File: src/rtl/post_adder_acc_if.sv
// Operand/result bundle between the operand muxes, the post-adder stage and
// the consumers of P. The master side drives operands and controls; the
// slave (post_adder_acc) returns P, carry-out, valid and the overflow flag.
interface post_adder_acc_if #(
  parameter int WIDTH = 48
);
  logic             ce_p;
  logic             in_valid;
  logic [WIDTH-1:0] x;
  logic [WIDTH-1:0] z;
  logic             sub;
  logic             carry_in;
  logic             clr_ovf;
  logic [WIDTH-1:0] p;
  logic             carry_out;
  logic             out_valid;
  logic             ovf;

  modport master (
    output ce_p, in_valid, x, z, sub, carry_in, clr_ovf,
    input  p, carry_out, out_valid, ovf
  );

  modport slave (
    input  ce_p, in_valid, x, z, sub, carry_in, clr_ovf,
    output p, carry_out, out_valid, ovf
  );
endinterface

File: src/rtl/post_adder_acc.sv
// Post-adder/subtractor and P register stage of the DSP48A1-style slice.
// Forms z +/- (x + carry_in) at WIDTH+1 bits, optionally registers P and
// the carry-out, and keeps a sticky signed-overflow flag. P is fed back
// to the Z mux by the surrounding datapath to build an accumulator.
module post_adder_acc #(
  parameter int WIDTH       = 48,
  parameter int PREG        = 1,
  parameter int CARRYOUTREG = 1
) (
  input  logic           clk,
  input  logic           rst_n,
  post_adder_acc_if.slave bus
);

  // Signed overflow of the WIDTH-bit result. For add, operands of equal sign
  // whose result flips sign overflow; for subtract, operands of opposite sign
  // whose result sign departs from z overflow. carry_in enters only through
  // the result sign bit.
  function automatic logic ovf_detect(
    input logic sub_i,
    input logic z_sign,
    input logic x_sign,
    input logic p_sign
  );
    logic res;
    if (sub_i) begin
      res = (z_sign != x_sign) && (p_sign != z_sign);
    end else begin
      res = (z_sign == x_sign) && (p_sign != z_sign);
    end
    return res;
  endfunction

  logic [WIDTH:0]   x_ext_s;
  logic [WIDTH:0]   z_ext_s;
  logic [WIDTH:0]   cin_ext_s;
  logic [WIDTH:0]   r_s;
  logic [WIDTH-1:0] p_next_s;
  logic             cout_next_s;
  logic             ovf_cond_s;
  logic             acc_s;
  logic             ovf_r;

  // Zero-extended add/subtract at WIDTH+1 bits; subtract wraps modulo 2^(WIDTH+1)
  // so the top bit doubles as the borrow indicator.
  always_comb begin
    x_ext_s   = {1'b0, bus.x};
    z_ext_s   = {1'b0, bus.z};
    cin_ext_s = {{WIDTH{1'b0}}, bus.carry_in};
    if (bus.sub) begin
      r_s = z_ext_s - (x_ext_s + cin_ext_s);
    end else begin
      r_s = z_ext_s + x_ext_s + cin_ext_s;
    end
  end

  assign p_next_s    = r_s[WIDTH-1:0];
  assign cout_next_s = r_s[WIDTH];
  assign acc_s       = bus.in_valid & bus.ce_p;
  assign ovf_cond_s  = ovf_detect(bus.sub, bus.z[WIDTH-1], bus.x[WIDTH-1],
                                  p_next_s[WIDTH-1]);

  generate
    if (PREG != 0) begin : g_preg
      logic [WIDTH-1:0] p_r;
      logic             valid_r;

      // P and its valid flag load together on ce_p; idle cycles still load p_next.
      always_ff @(posedge clk or negedge rst_n) begin
        if (!rst_n) begin
          p_r     <= {WIDTH{1'b0}};
          valid_r <= 1'b0;
        end else if (bus.ce_p) begin
          p_r     <= p_next_s;
          valid_r <= bus.in_valid;
        end else begin
          p_r     <= p_r;
          valid_r <= valid_r;
        end
      end

      assign bus.p         = p_r;
      assign bus.out_valid = valid_r;
    end else begin : g_pcomb
      assign bus.p         = p_next_s;
      assign bus.out_valid = bus.in_valid;
    end
  endgenerate

  generate
    if (CARRYOUTREG != 0) begin : g_coutreg
      logic cout_r;

      // Carry-out follows the same ce_p timing as the P register.
      always_ff @(posedge clk or negedge rst_n) begin
        if (!rst_n) begin
          cout_r <= 1'b0;
        end else if (bus.ce_p) begin
          cout_r <= cout_next_s;
        end else begin
          cout_r <= cout_r;
        end
      end

      assign bus.carry_out = cout_r;
    end else begin : g_coutcomb
      assign bus.carry_out = cout_next_s;
    end
  endgenerate

  // Sticky overflow: an accepted overflowing operation sets it and takes
  // priority over a simultaneous clear.
  always_ff @(posedge clk or negedge rst_n) begin
    if (!rst_n) begin
      ovf_r <= 1'b0;
    end else if (acc_s && ovf_cond_s) begin
      ovf_r <= 1'b1;
    end else if (bus.clr_ovf) begin
      ovf_r <= 1'b0;
    end else begin
      ovf_r <= ovf_r;
    end
  end

  assign bus.ovf = ovf_r;

endmodule

File: src/flat_wrapper.sv
// flat-port wrapper written by rule: the top's interface ports become plain ports
module post_adder_acc_flat 
#(
  parameter int WIDTH       = 48,
  parameter int PREG        = 1,
  parameter int CARRYOUTREG = 1
)
  (clk, rst_n, bus_ce_p, bus_in_valid, bus_x, bus_z, bus_sub, bus_carry_in, bus_clr_ovf, bus_p, bus_carry_out, bus_out_valid, bus_ovf);
  post_adder_acc_if #(.WIDTH(WIDTH)) bus_i ();
  input  logic clk;
  input  logic rst_n;
  input wire logic [$bits(bus_i.ce_p)-1:0] bus_ce_p;
  input wire logic [$bits(bus_i.in_valid)-1:0] bus_in_valid;
  input wire logic [$bits(bus_i.x)-1:0] bus_x;
  input wire logic [$bits(bus_i.z)-1:0] bus_z;
  input wire logic [$bits(bus_i.sub)-1:0] bus_sub;
  input wire logic [$bits(bus_i.carry_in)-1:0] bus_carry_in;
  input wire logic [$bits(bus_i.clr_ovf)-1:0] bus_clr_ovf;
  output wire logic [$bits(bus_i.p)-1:0] bus_p;
  output wire logic [$bits(bus_i.carry_out)-1:0] bus_carry_out;
  output wire logic [$bits(bus_i.out_valid)-1:0] bus_out_valid;
  output wire logic [$bits(bus_i.ovf)-1:0] bus_ovf;
  assign bus_i.ce_p = bus_ce_p;
  assign bus_i.in_valid = bus_in_valid;
  assign bus_i.x = bus_x;
  assign bus_i.z = bus_z;
  assign bus_i.sub = bus_sub;
  assign bus_i.carry_in = bus_carry_in;
  assign bus_i.clr_ovf = bus_clr_ovf;
  assign bus_p = bus_i.p;
  assign bus_carry_out = bus_i.carry_out;
  assign bus_out_valid = bus_i.out_valid;
  assign bus_ovf = bus_i.ovf;
  post_adder_acc #(.WIDTH(WIDTH), .PREG(PREG), .CARRYOUTREG(CARRYOUTREG)) u_core (.clk(clk), .rst_n(rst_n), .bus(bus_i));
endmodule
File: config.mk
export PLATFORM = sky130hd
export DESIGN_NAME = post_adder_acc_flat
export DESIGN_NICKNAME = d
export VERILOG_FILES = /design/src/rtl/post_adder_acc_if.sv /design/src/rtl/post_adder_acc.sv /design/src/flat_wrapper.sv
export SDC_FILE = /design/constraint.sdc
export NUM_CORES = 1
export LEC_CHECK = 0
export ABC_AREA = 1
export CELL_PAD_IN_SITES_DETAIL_PLACEMENT = 0
export CELL_PAD_IN_SITES_GLOBAL_PLACEMENT = 1
export CORE_MARGIN = 4
export CORE_UTILIZATION = 39
export DETAILED_ROUTE_END_ITERATION = 12
export GPL_ROUTABILITY_DRIVEN = 0
export GPL_TIMING_DRIVEN = 0
export PLACE_DENSITY_LB_ADDON = 0.2
export SLEW_MARGIN = 10
export SYNTH_ARGS = -nofsm -noshare
export SYNTH_HDL_FRONTEND = slang
export SYNTH_SLANG_ARGS = --single-unit
File: constraint.sdc
create_clock -name clk -period 0.9 [get_ports clk]
set_input_delay 0.225 -clock clk [delete_from_list [all_inputs] [get_ports clk]]
set_output_delay 0.225 -clock clk [all_outputs]
set_load 0.02 [all_outputs]
Word level (Yosys, flattened, before mapping)
Index checks and enable logic that the tools add are counted.
W data, S select, Z words.
{ "word_totals": {"reg_bits": 51, "input_bits": 103, "out_inout_bits": 51, "wordCells": 20} }
{ "op_classes": {"n_addsub": 4, "n_eq_ne": 3, "mux": 4, "bitwise": 1, "n_reduce_logical": 4} }
{ "op_table": {"columns": ["operator", "count"], "rows": [
  ["$add A48 B1 Y49", 1],
  ["$add A48 B48 Y49", 1],
  ["$add A49 B1 Y49", 1],
  ["$mux W49", 1],
  ["$sub A48 B49 Y49", 1],
  ["$logic_and A1 B1 Y1", 3],
  ["$mux W1", 3],
  ["$ne A1 B1 Y1", 2],
  ["$reduce_bool A2 Y1", 1],
  ["$and A1 B1 Y1", 1],
  ["$eq A1 B1 Y1", 1]
]} }

Logic depth before layout (Yosys ltp)
Gate-level depths: netlist of run 1.
{ "depth": {"depth_word": 8, "ltp_mapped": 24, "depth_no_buf": 24} }

Worst setup path after synthesis of run 1
No wires, ideal clock.
{ "synth_path": {"kind": "input port to flip-flop", "start": "in bus_carry_in", "end": "reg u_core.g_preg.p_r[32], in the netlist u_core.bus.p[32]", "setup_ns": 0.117, "arrival_ns": 2.612, "required_ns": 0.783, "slack_ns": -1.829, "stages": 23, "n_path_buf": 0, "path_cell_list": "inv_1 -> fa_1 -> inv_1 -> ha_1 -> inv_1 -> nand2_1 -> fa_1 -> inv_1 -> nand2_1 -> nand2_1 -> nand2_1 -> a21oi_1 -> inv_1 -> nand2_1 -> nand2_1 -> nand2_1 -> nand2_1 -> nand2_1 -> nand3_1 -> nand3_1 -> nand2_1 -> nand2_1 -> nand2_1"} }
{ "synth_between": {"elab_chain_len": 3, "elab_cells_between_ends": 4, "classes_between": "3 x add/sub; 1 x mux"} }
{ "synth_lines": {"columns": ["element", "line_no", "rtl"], "rows": [
  ["start, declared", "flat_wrapper.sv:17", "input wire logic [$bits(bus_i.carry_in)-1:0] bus_carry_in;"],
  ["$add A48 B1 Y49", "post_adder_acc.sv:51", "r_s = z_ext_s - (x_ext_s + cin_ext_s);"],
  ["$sub A48 B49 Y49", "post_adder_acc.sv:51", null],
  ["$mux W49 (*)", "post_adder_acc.sv:50", "if (bus.sub) begin"],
  ["end signal, assigned", "post_adder_acc.sv:71", "p_r <= {WIDTH{1'b0}};"],
  ["end signal, assigned", "post_adder_acc.sv:74", "p_r <= p_next_s;"],
  ["end signal, assigned", "post_adder_acc.sv:77", "p_r <= p_r;"],
  ["end, declared", "post_adder_acc.sv:65", "logic [WIDTH-1:0] p_r;"]
]} }
Every way passes the cells marked *; elsewhere a longest branch is shown, timed or not.
A chain may end at the register's enable or synchronous reset.

Final worst setup path of run 1
{ "layout_path": {"start": "in bus_carry_in", "end": "reg u_core.g_preg.p_r[24], in the netlist u_core.bus.p[24]"} }
Same word-level chain as after synthesis.

==> results.tsv, run 1 <==
stage	metric	value	unit
floorplan	initial_core_util	39.7	%
sta	fmax	371	MHz
route	wl	52.8	mm
route	route.detailed.drc	0	
final_layout	multiInputGateArea	10700	µm²
sta	rsz0062_at_grt	true	
worst_setup_path	crit_required	1140	ps
global_route	grt_pass1_wl	76.2	mm
sta	worstMarginPinSlew	1000	ps
sta	max_slew_margin	33.2	%
power	power_density	1260	nW/µm²
synthesis	yosys-top-cells-area	ha_1 17%, nand2_1 15%, inv_1 12%	
route	ant_nets	0	
clock_network	cts_buffers	5	
placement	postPlaceCellArea	13300	µm²
clock_network	clk_path_buf_depth	2	
final_layout	n_antenna_cell	0	
worst_setup_path	cp-end-kind	flop	
global_route	grt_pass1_vias	13800	
worst_setup_path	cp.arrival	2940	ps
synthesis	syn_avg_cell_area	5.66	µm²
synthesis	async_flop_share	100	%
sta	slew_violations	0	
status	violations	negative hold slack, negative setup slack	
route	vias	14500	
worst_setup_path	r2r-end	u_core.bus.p[12]$_DFFE_PN0P_	
synthesis	synthDistinctLibCells	45	
placement	dp_hpwl	39.7	mm
worst_setup_path	crit_fanout	4	
synthesis	synth_area	10400	µm²
global_route	gr-total-overflow	0	
synthesis	syn_inst	1830	
clock_network	clk_transition_reported_paths	80	ps
worst_setup_path	rrSetupSlack	-120	ps
floorplan	io_pins	154	
floorplan	dieArea	29200	µm²
sta	fin_tns_setup	-84600	ps
route	wl_per_cell	20.9	µm
power	vdd_ir_drop_max	1.19	mV
floorplan	die_w	171	µm
global_route	antenna_found_initial	0	
synthesis	syn-num-nets	2077	
synthesis	yosysWarnings	0	
final_layout	nFillCells	2253	
final_layout	regArea	1280	µm²
route	first_pass_iters	8	
sta	setup_viol	101	
status	outcome	finished with violations	
synthesis	yosys-top-cells-count	415 x nand2_1, 344 x inv_1, 227 x nor2_1, 179 x a21oi_1, 140 x ha_1	
placement	io_buffers	152	
final_layout	area_growth_syn_to_layout	67.3	%
sta	post-route-worst-setup-slack	-1800	ps
sta	clock_skew	0	ps
sta	whs	-167	ps
floorplan	fp.dieH	171	µm
synthesis	post-synth-top-count-cell	nand2_1	
sta	finalCriticalPeriod	2700	ps
sta	final-hold-violation-count	14	
clock_network	cts.sinks	51	
final_layout	fin_area	17300	µm²
clock_network	insertion_delay	300	ps
synthesis	synth-seq-cells	51	
power	power_leakage	7.74	nW
global_route	grt_util_all_layers	33.8	%
synthesis	yosys.area.top_type_share	16.9	%
synthesis	synth-edff-count	0	
worst_setup_path	timing.rr.start	u_core.bus.p[12]$_DFFE_PN0P_	
clock_network	cts_root_buffer	clkbuf_16	
final_layout	drive_gt1_share	42.6	%
global_route	grt_max_degree	38	
min_path	hold_class	in -> async	
sta	finalCritPeriodShare	300	%
worst_setup_path	critPathKind	in -> reg	
final_layout	fin_nets	2434	
worst_setup_path	start_kind	input port	
route	viasPerCell	5.74	
worst_setup_path	ff2ff_path_depth	4	
worst_setup_path	critPathLaunch	bus_carry_in	
clock_network	cts_tree	yes	
synthesis	synth_flop_cell	dfrtp_1	
flow_run	maxCapViolations	0	
clock_network	htree_levels	2	
floorplan	rows	59	
synthesis	synth_top_cell_by_area	ha_1	
synthesis	synth_seq_area_share	12.3	%
final_layout	final_util	66.5	%
route	drtIter0Drc	1707	
placement	dp_slack	-2970	ps
floorplan	core	26100	µm²
## power breakdown
part / switching [mW] / leakage [nW] / internal, mW
clock: 0.937 / 0.0911 / 1.60
sequential: 0.319 / 0.603 / 2.71
combinational: 9.24 / 7.05 / 6.95
total: 10.5 / 7.74 / 11.3
## worst max-delay path, cell delays in order
cell,delay [ps]
buf_8,80
inv_4,30
fa_2,590
inv_2,50
ha_4,140
inv_2,50
nand2_4,50
fa_2,380
inv_2,70
nand2_1,60
nand2_1,90
nand2_2,110
a21oi_2,170
inv_2,70
nand2_2,60
nand2_2,70
nand2_2,90
nand2_4,80
a21oi_1,140
o21ai_1,90
o21ai_2,100
nand2_1,80
nand2_1,80
## cell usage in the layout (no fill, tap or decap), types with 10 or more instances in the layout
cell type,netlist,routed
a21oi_1,179,109
a21oi_2,3,48
a21oi_4,0,25
a31oi_1,17,17
buf_2,2,41
buf_4,0,160
buf_6,0,98
clkbuf_1,14,10
clkdlybuf4s15_2,0,11
clkdlybuf4s50_1,0,11
dfrtp_1,51,51
dlygate4sd2_1,0,19
ha_1,140,48
ha_4,0,90
inv_1,344,217
inv_2,6,89
inv_4,1,29
inv_6,0,13
nand2_1,415,321
nand2_2,2,56
nand2_4,1,40
nand3_1,127,76
nand3_2,2,43
nand3_4,0,10
nand4_1,38,38
nor2_1,227,152
nor2_2,5,47
nor2_4,5,38
nor3_1,19,10
o21ai_0,136,67
o21ai_1,14,43
o21ai_2,3,31
o21ai_4,0,12
o21bai_1,17,16
## worst max path at each step
stage                                            end
floorplan               u_core.bus.p[32]$_DFFE_PN0P_
CTS                     u_core.bus.p[24]$_DFFE_PN0P_
global route        u_core.bus.carry_out$_DFFE_PN0P_
detailed placement      u_core.bus.p[30]$_DFFE_PN0P_
global placement        u_core.bus.p[30]$_DFFE_PN0P_
finish                  u_core.bus.p[24]$_DFFE_PN0P_
## repair_timing
action / 4_1_cts / 5_1_grt
resized for setup: 1229 / 87
setup endpoints to repair: 102 / 102
endpoints found under the hold margin: 14 / 14
pin swaps: 273 / 88
buffers inserted: 157 / 47
## state kept, by name, summed over array words and instances, names as in the netlist
| signal | cells |
|---|---|
| u_core.bus.carry_out | 1 |
| u_core.bus.ovf | 1 |
| u_core.bus.p | 48 |
| u_core.bus.out_valid | 1 |
## layout make-up
cell class                      count  area share [%]
Multi-Input combinational cell   1406            62.0
Inverter                          352            8.57
Clock inverter                      2           0.347
Timing Repair Buffer              350            18.0
Sequential cell                    51            7.37
Buffer                             21           0.542
Clock buffer                        6           0.744
Tap cell                          335            2.42
## through the flow
| stage | std cells | power [mW] |
|---|---|---|
| after detailed placement | 2318 | 13.7 |
| after CTS | 2481 | 20.0 |
| final | 2523 | 21.8 |
| after global routing | 2523 | 22.8 |
| after floorplan | 1830 | 9.76 |
| after global placement | 2317 | 13.6 |
## metal layers
metal  share of wire (%)  vias up  routed length, µm  track usage, %
met2                  43      945              22800            53.1
met1                  39     6649              20800            44.7
met4                 6.0        0               3160            16.6
li1                    -     6648                  -               -
met5                   0        -                  0               0
met3                  11      238               6000            6.24
## cell families after synthesis
| family | Yosys count | synth area share (%) |
|---|---|---|
| AO/OA/AOI/OAI | 393 | 20.5 |
| flip-flops | 51 | 12.3 |
| AND/OR/NAND/NOR | 859 | 35.1 |
| buffers and inverters | 373 | 13.6 |
| XOR/XNOR | 10 | 0.846 |
| adder cells (fa/ha/maj) | 144 | 17.7 |
(Power assumes the default switching activity.)
==> run 2: changes to the inputs <==
- ABC_AREA: 1 -> 0
- CORE_UTILIZATION: 39 -> 40
- CTS_CLUSTER_SIZE: default -> 30
==> results.tsv, run 2 <==
stage	metric	value	unit	change
clock_network	cts_root_buffer	clkbuf_16		
power	power_density	1370	nW/µm²	+8.8%
final_layout	fin_area	13900	µm²	-20%
placement	placed_cells	1613		-30%
global_route	grt_pass1_vias	9874		-29%
synthesis	yosys-top-cells-area	ha_1 20%, dfrtp_1 14%, a21oi_1 7.2%		
route	first_pass_iters	5		-3
global_route	antenna_found_initial	0		unchanged
clock_network	htree_levels	2		unchanged
placement	postPlaceCellArea	11000	µm²	-17%
synthesis	yosys.area.top_type_share	19.9	%	+3.0 points
synthesis	post-synth-top-count-cell	inv_1		
synthesis	synth-edff-count	0		unchanged
route	drtIter0Drc	696		-59%
worst_setup_path	timing.rr.start	u_core.bus.p[39]$_DFFE_PN0P_		
status	violations	negative hold slack, negative setup slack		
worst_setup_path	r2r-end	u_core.bus.p[39]$_DFFE_PN0P_		
sta	rsz0062_at_grt	true		
route	ant_nets	0		unchanged
floorplan	rows	54		-8.5%
worst_setup_path	critPathKind	in -> reg		
final_layout	drive_gt1_share	36.4	%	-6.3 points
power	switchingPower	8.29	mW	-21%
sta	setup_viol	101		unchanged
sta	max_slew_margin	37.5	%	+4.3 points
worst_setup_path	ff2ff_path_depth	3		-1
min_path	hold_class	in -> async		
sta	finalCritPeriodShare	389	%	+89 points
route	wl_per_cell	19.3	µm	-7.7%
floorplan	die_w	156	µm	-8.5%
power	vdd_ir_drop_max	0.934	mV	-21%
power	switching_share	43.7	%	-4.6 points
power	pwr-share-seq	17.7	%	+3.8 points
clock_network	clk_path_buf_depth	2		unchanged
power	clock_power_share	12.5	%	+0.9 points
global_route	gr-total-overflow	0		unchanged
sta	finalCriticalPeriod	3500	ps	+803 ps
synthesis	synth_flop_cell	dfrtp_1		
synthesis	syn_avg_cell_area	7.45	µm²	+32%
global_route	grt_max_degree	32		-16%
synthesis	syn-num-nets	1428		-31%
global_route	grt_pass1_wl	52.3	mm	-31%
route	vias	9948		-31%
worst_setup_path	cp.arrival	3690	ps	+750 ps
final_layout	layout_commonest_cell	buf_4		
route	viasPerCell	5.67		-1.3%
global_route	grt_util_all_layers	26.4	%	-7.4 points
clock_network	clk_transition_reported_paths	80	ps	about the same
worst_setup_path	crit_fanout	3		-1
sta	worstMarginPinSlew	935	ps	-67.3 ps
synthesis	synth_area	8800	µm²	-15%
final_layout	n_antenna_cell	0		unchanged
sta	slew_violations	0		unchanged
final_layout	multiInputGateArea	8470	µm²	-21%
sta	fmax	286	MHz	-23%
synthesis	synth_seq_area_share	14.5	%	+2.2 points
floorplan	io_pins	154		unchanged
synthesis	synthDistinctLibCells	77		+71%
clock_network	cts_tree	yes		
synthesis	yosys-top-cells-count	165 x inv_1, 140 x ha_1, 127 x a21oi_1, 99 x nor2_1, 72 x nand2_1		
synthesis	yosysWarnings	0		unchanged
worst_setup_path	crit_required	1090	ps	-50 ps
route	wl	33.9	mm	-36%
floorplan	fp.dieH	156	µm	-8.5%
placement	io_buffers	151		-0.66%
worst_setup_path	rrSetupSlack	-220	ps	-100 ps
flow_run	maxCapViolations	0		unchanged
final_layout	fin_nets	1722		-29%
worst_setup_path	cp-end-kind	flop		
clock_network	insertion_delay	300	ps	about the same
clock_network	cts.sinks	51		unchanged
synthesis	synth_top_cell_by_area	ha_1		
final_layout	area_growth_syn_to_layout	57.8	%	
placement	dp_slack	-3630	ps	-663 ps
floorplan	core	21800	µm²	-17%
placement	dp_hpwl	24.8	mm	-38%
power	power.internal	10.7	mW	-5.1%
synthesis	synth-seq-cells	51		unchanged
clock_network	cts_buffers	5		unchanged
sta	whs	-97.5	ps	+69.9 ps
synthesis	syn_inst	1181		-35%
route	route.detailed.drc	0		unchanged
final_layout	fin_cells	1756		-30%
floorplan	dieArea	24400	µm²	-16%
final_layout	largest_reg_flops	48		unchanged
power	combPwrFrac	69.8	%	-4.6 points
final_layout	nFillCells	1902		-16%
status	outcome	finished with violations		
sta	clock_skew	0	ps	unchanged
final_layout	regArea	1280	µm²	about the same
floorplan	initial_core_util	40.5	%	+0.73 points
final_layout	layout_common_cells	128 x buf_4, 109 x inv_1, 95 x a21oi_1		
sta	final-hold-violation-count	20		+6
synthesis	async_flop_share	100	%	unchanged
worst_setup_path	start_kind	input port		
sta	post-route-worst-setup-slack	-2600	ps	-803 ps
power	power_leakage	5.94	nW	-23%
==> run 2: cell types whose count changed after synthesis, moves of 22 or more <==
cell and delta:
nand3_1 -102, a21oi_1 -52, nand2_1 -343, inv_1 -179, o21ai_0 -70, xnor2_1 +65
nand4_1 -22, nor2_1 -128
==> run 2: final cells by class <==
cell class                      count  share of cell area (%)
Clock buffer                        6                    1.00
Sequential cell                    51                    9.20
Clock inverter                      2                   0.252
Inverter                          169                    5.03
Buffer                             25                    1.13
Timing Repair Buffer              298                    19.9
Tap cell                          280                    2.52
Multi-Input combinational cell    925                    61.0
==> run 2: worst max-delay path by stage <==
stage	slack [ps]	cells past startpoint	to	start
global placement	-3580	15	u_core.bus.p[46]$_DFFE_PN0P_	bus_x[0]
detailed placement	-3630	15	u_core.bus.p[46]$_DFFE_PN0P_	bus_x[0]
finish	-2600	17	u_core.bus.p[46]$_DFFE_PN0P_	bus_x[0]
CTS	-2540	16	u_core.bus.p[46]$_DFFE_PN0P_	bus_z[0]
floorplan	-2490	16	u_core.bus.p[46]$_DFFE_PN0P_	bus_x[0]
global route	-2710	17	u_core.bus.p[46]$_DFFE_PN0P_	bus_x[0]
==> run 2: cells by family (layout without fill, tap and decap cells) <==
| logic type | Yosys count | in the layout | synth area share, % |
|---|---|---|---|
| adder cells (fa/ha/maj) | 147 | 147 | 21.2 |
| AND/OR/NAND/NOR | 307 | 307 | 16.8 |
| XOR/XNOR | 87 | 87 | 8.66 |
| buffers and inverters | 205 | 500 | 8.80 |
| flip-flops | 51 | 51 | 14.5 |
| multiplexers | 10 | 10 | 1.19 |
| AO/OA/AOI/OAI | 374 | 374 | 28.9 |
==> run 2: worst max-delay path, stage by stage <==
cell and delay [ps]:
buf_8 90, inv_8 30, fa_2 610, inv_2 60, ha_4 160, or2_4 230, fa_2 370, nand2b_4 170
a211oi_4 230, o21a_2 210, o21ai_4 80, a21oi_4 230, a21oi_4 100, a21oi_2 210, o21bai_1 130, or4_1 410
o2111a_1 150
==> run 2: repair_timing <==
| action | 4_1_cts | 5_1_grt |
|---|---|---|
| resized for setup | 697 | 117 |
| endpoints found under the setup margin | 101 | 102 |
| hold endpoints to repair | 20 | 20 |
| setup buffers | 132 | 37 |
| pin swaps | 136 | 86 |
==> run 2: layer usage <==
| metal | vias to the layer above | wire, µm | global-route usage (%) |
|---|---|---|---|
| li1 | 4755 | - | - |
| met1 | 4824 | 14800 | 35.8 |
| met2 | 314 | 16500 | 45.2 |
| met3 | 55 | 1800 | 1.80 |
| met4 | 0 | 898 | 7.48 |
| met5 | - | 0 | 0 |
==> run 2: stage by stage <==
step	power [mW]	util (%)	TNS [ps]
finish	19.0	63.8	-109730
global route	20.0	63.8	-115250
CTS	17.9	61.2	-104990
detailed placement	12.9	50.6	-160490
global placement	12.8	50.5	-265830
floorplan	9.48	-	-90890
==> run 2: power groups by stage <==
stage	Sequential (mW)	Combinational [mW]	Clock, mW
floorplan	3.78	5.70	0
global placement	3.29	9.53	0
detailed placement	3.29	9.60	0
CTS	3.34	12.2	2.36
global route	3.39	14.2	2.46
finish	3.36	13.3	2.37
==> run 3: changes to the inputs <==
- CTS_CLUSTER_SIZE: 30 -> default
==> results of run 3 <==
No change in the layout: final DEF, timing and power equal those of run 2.
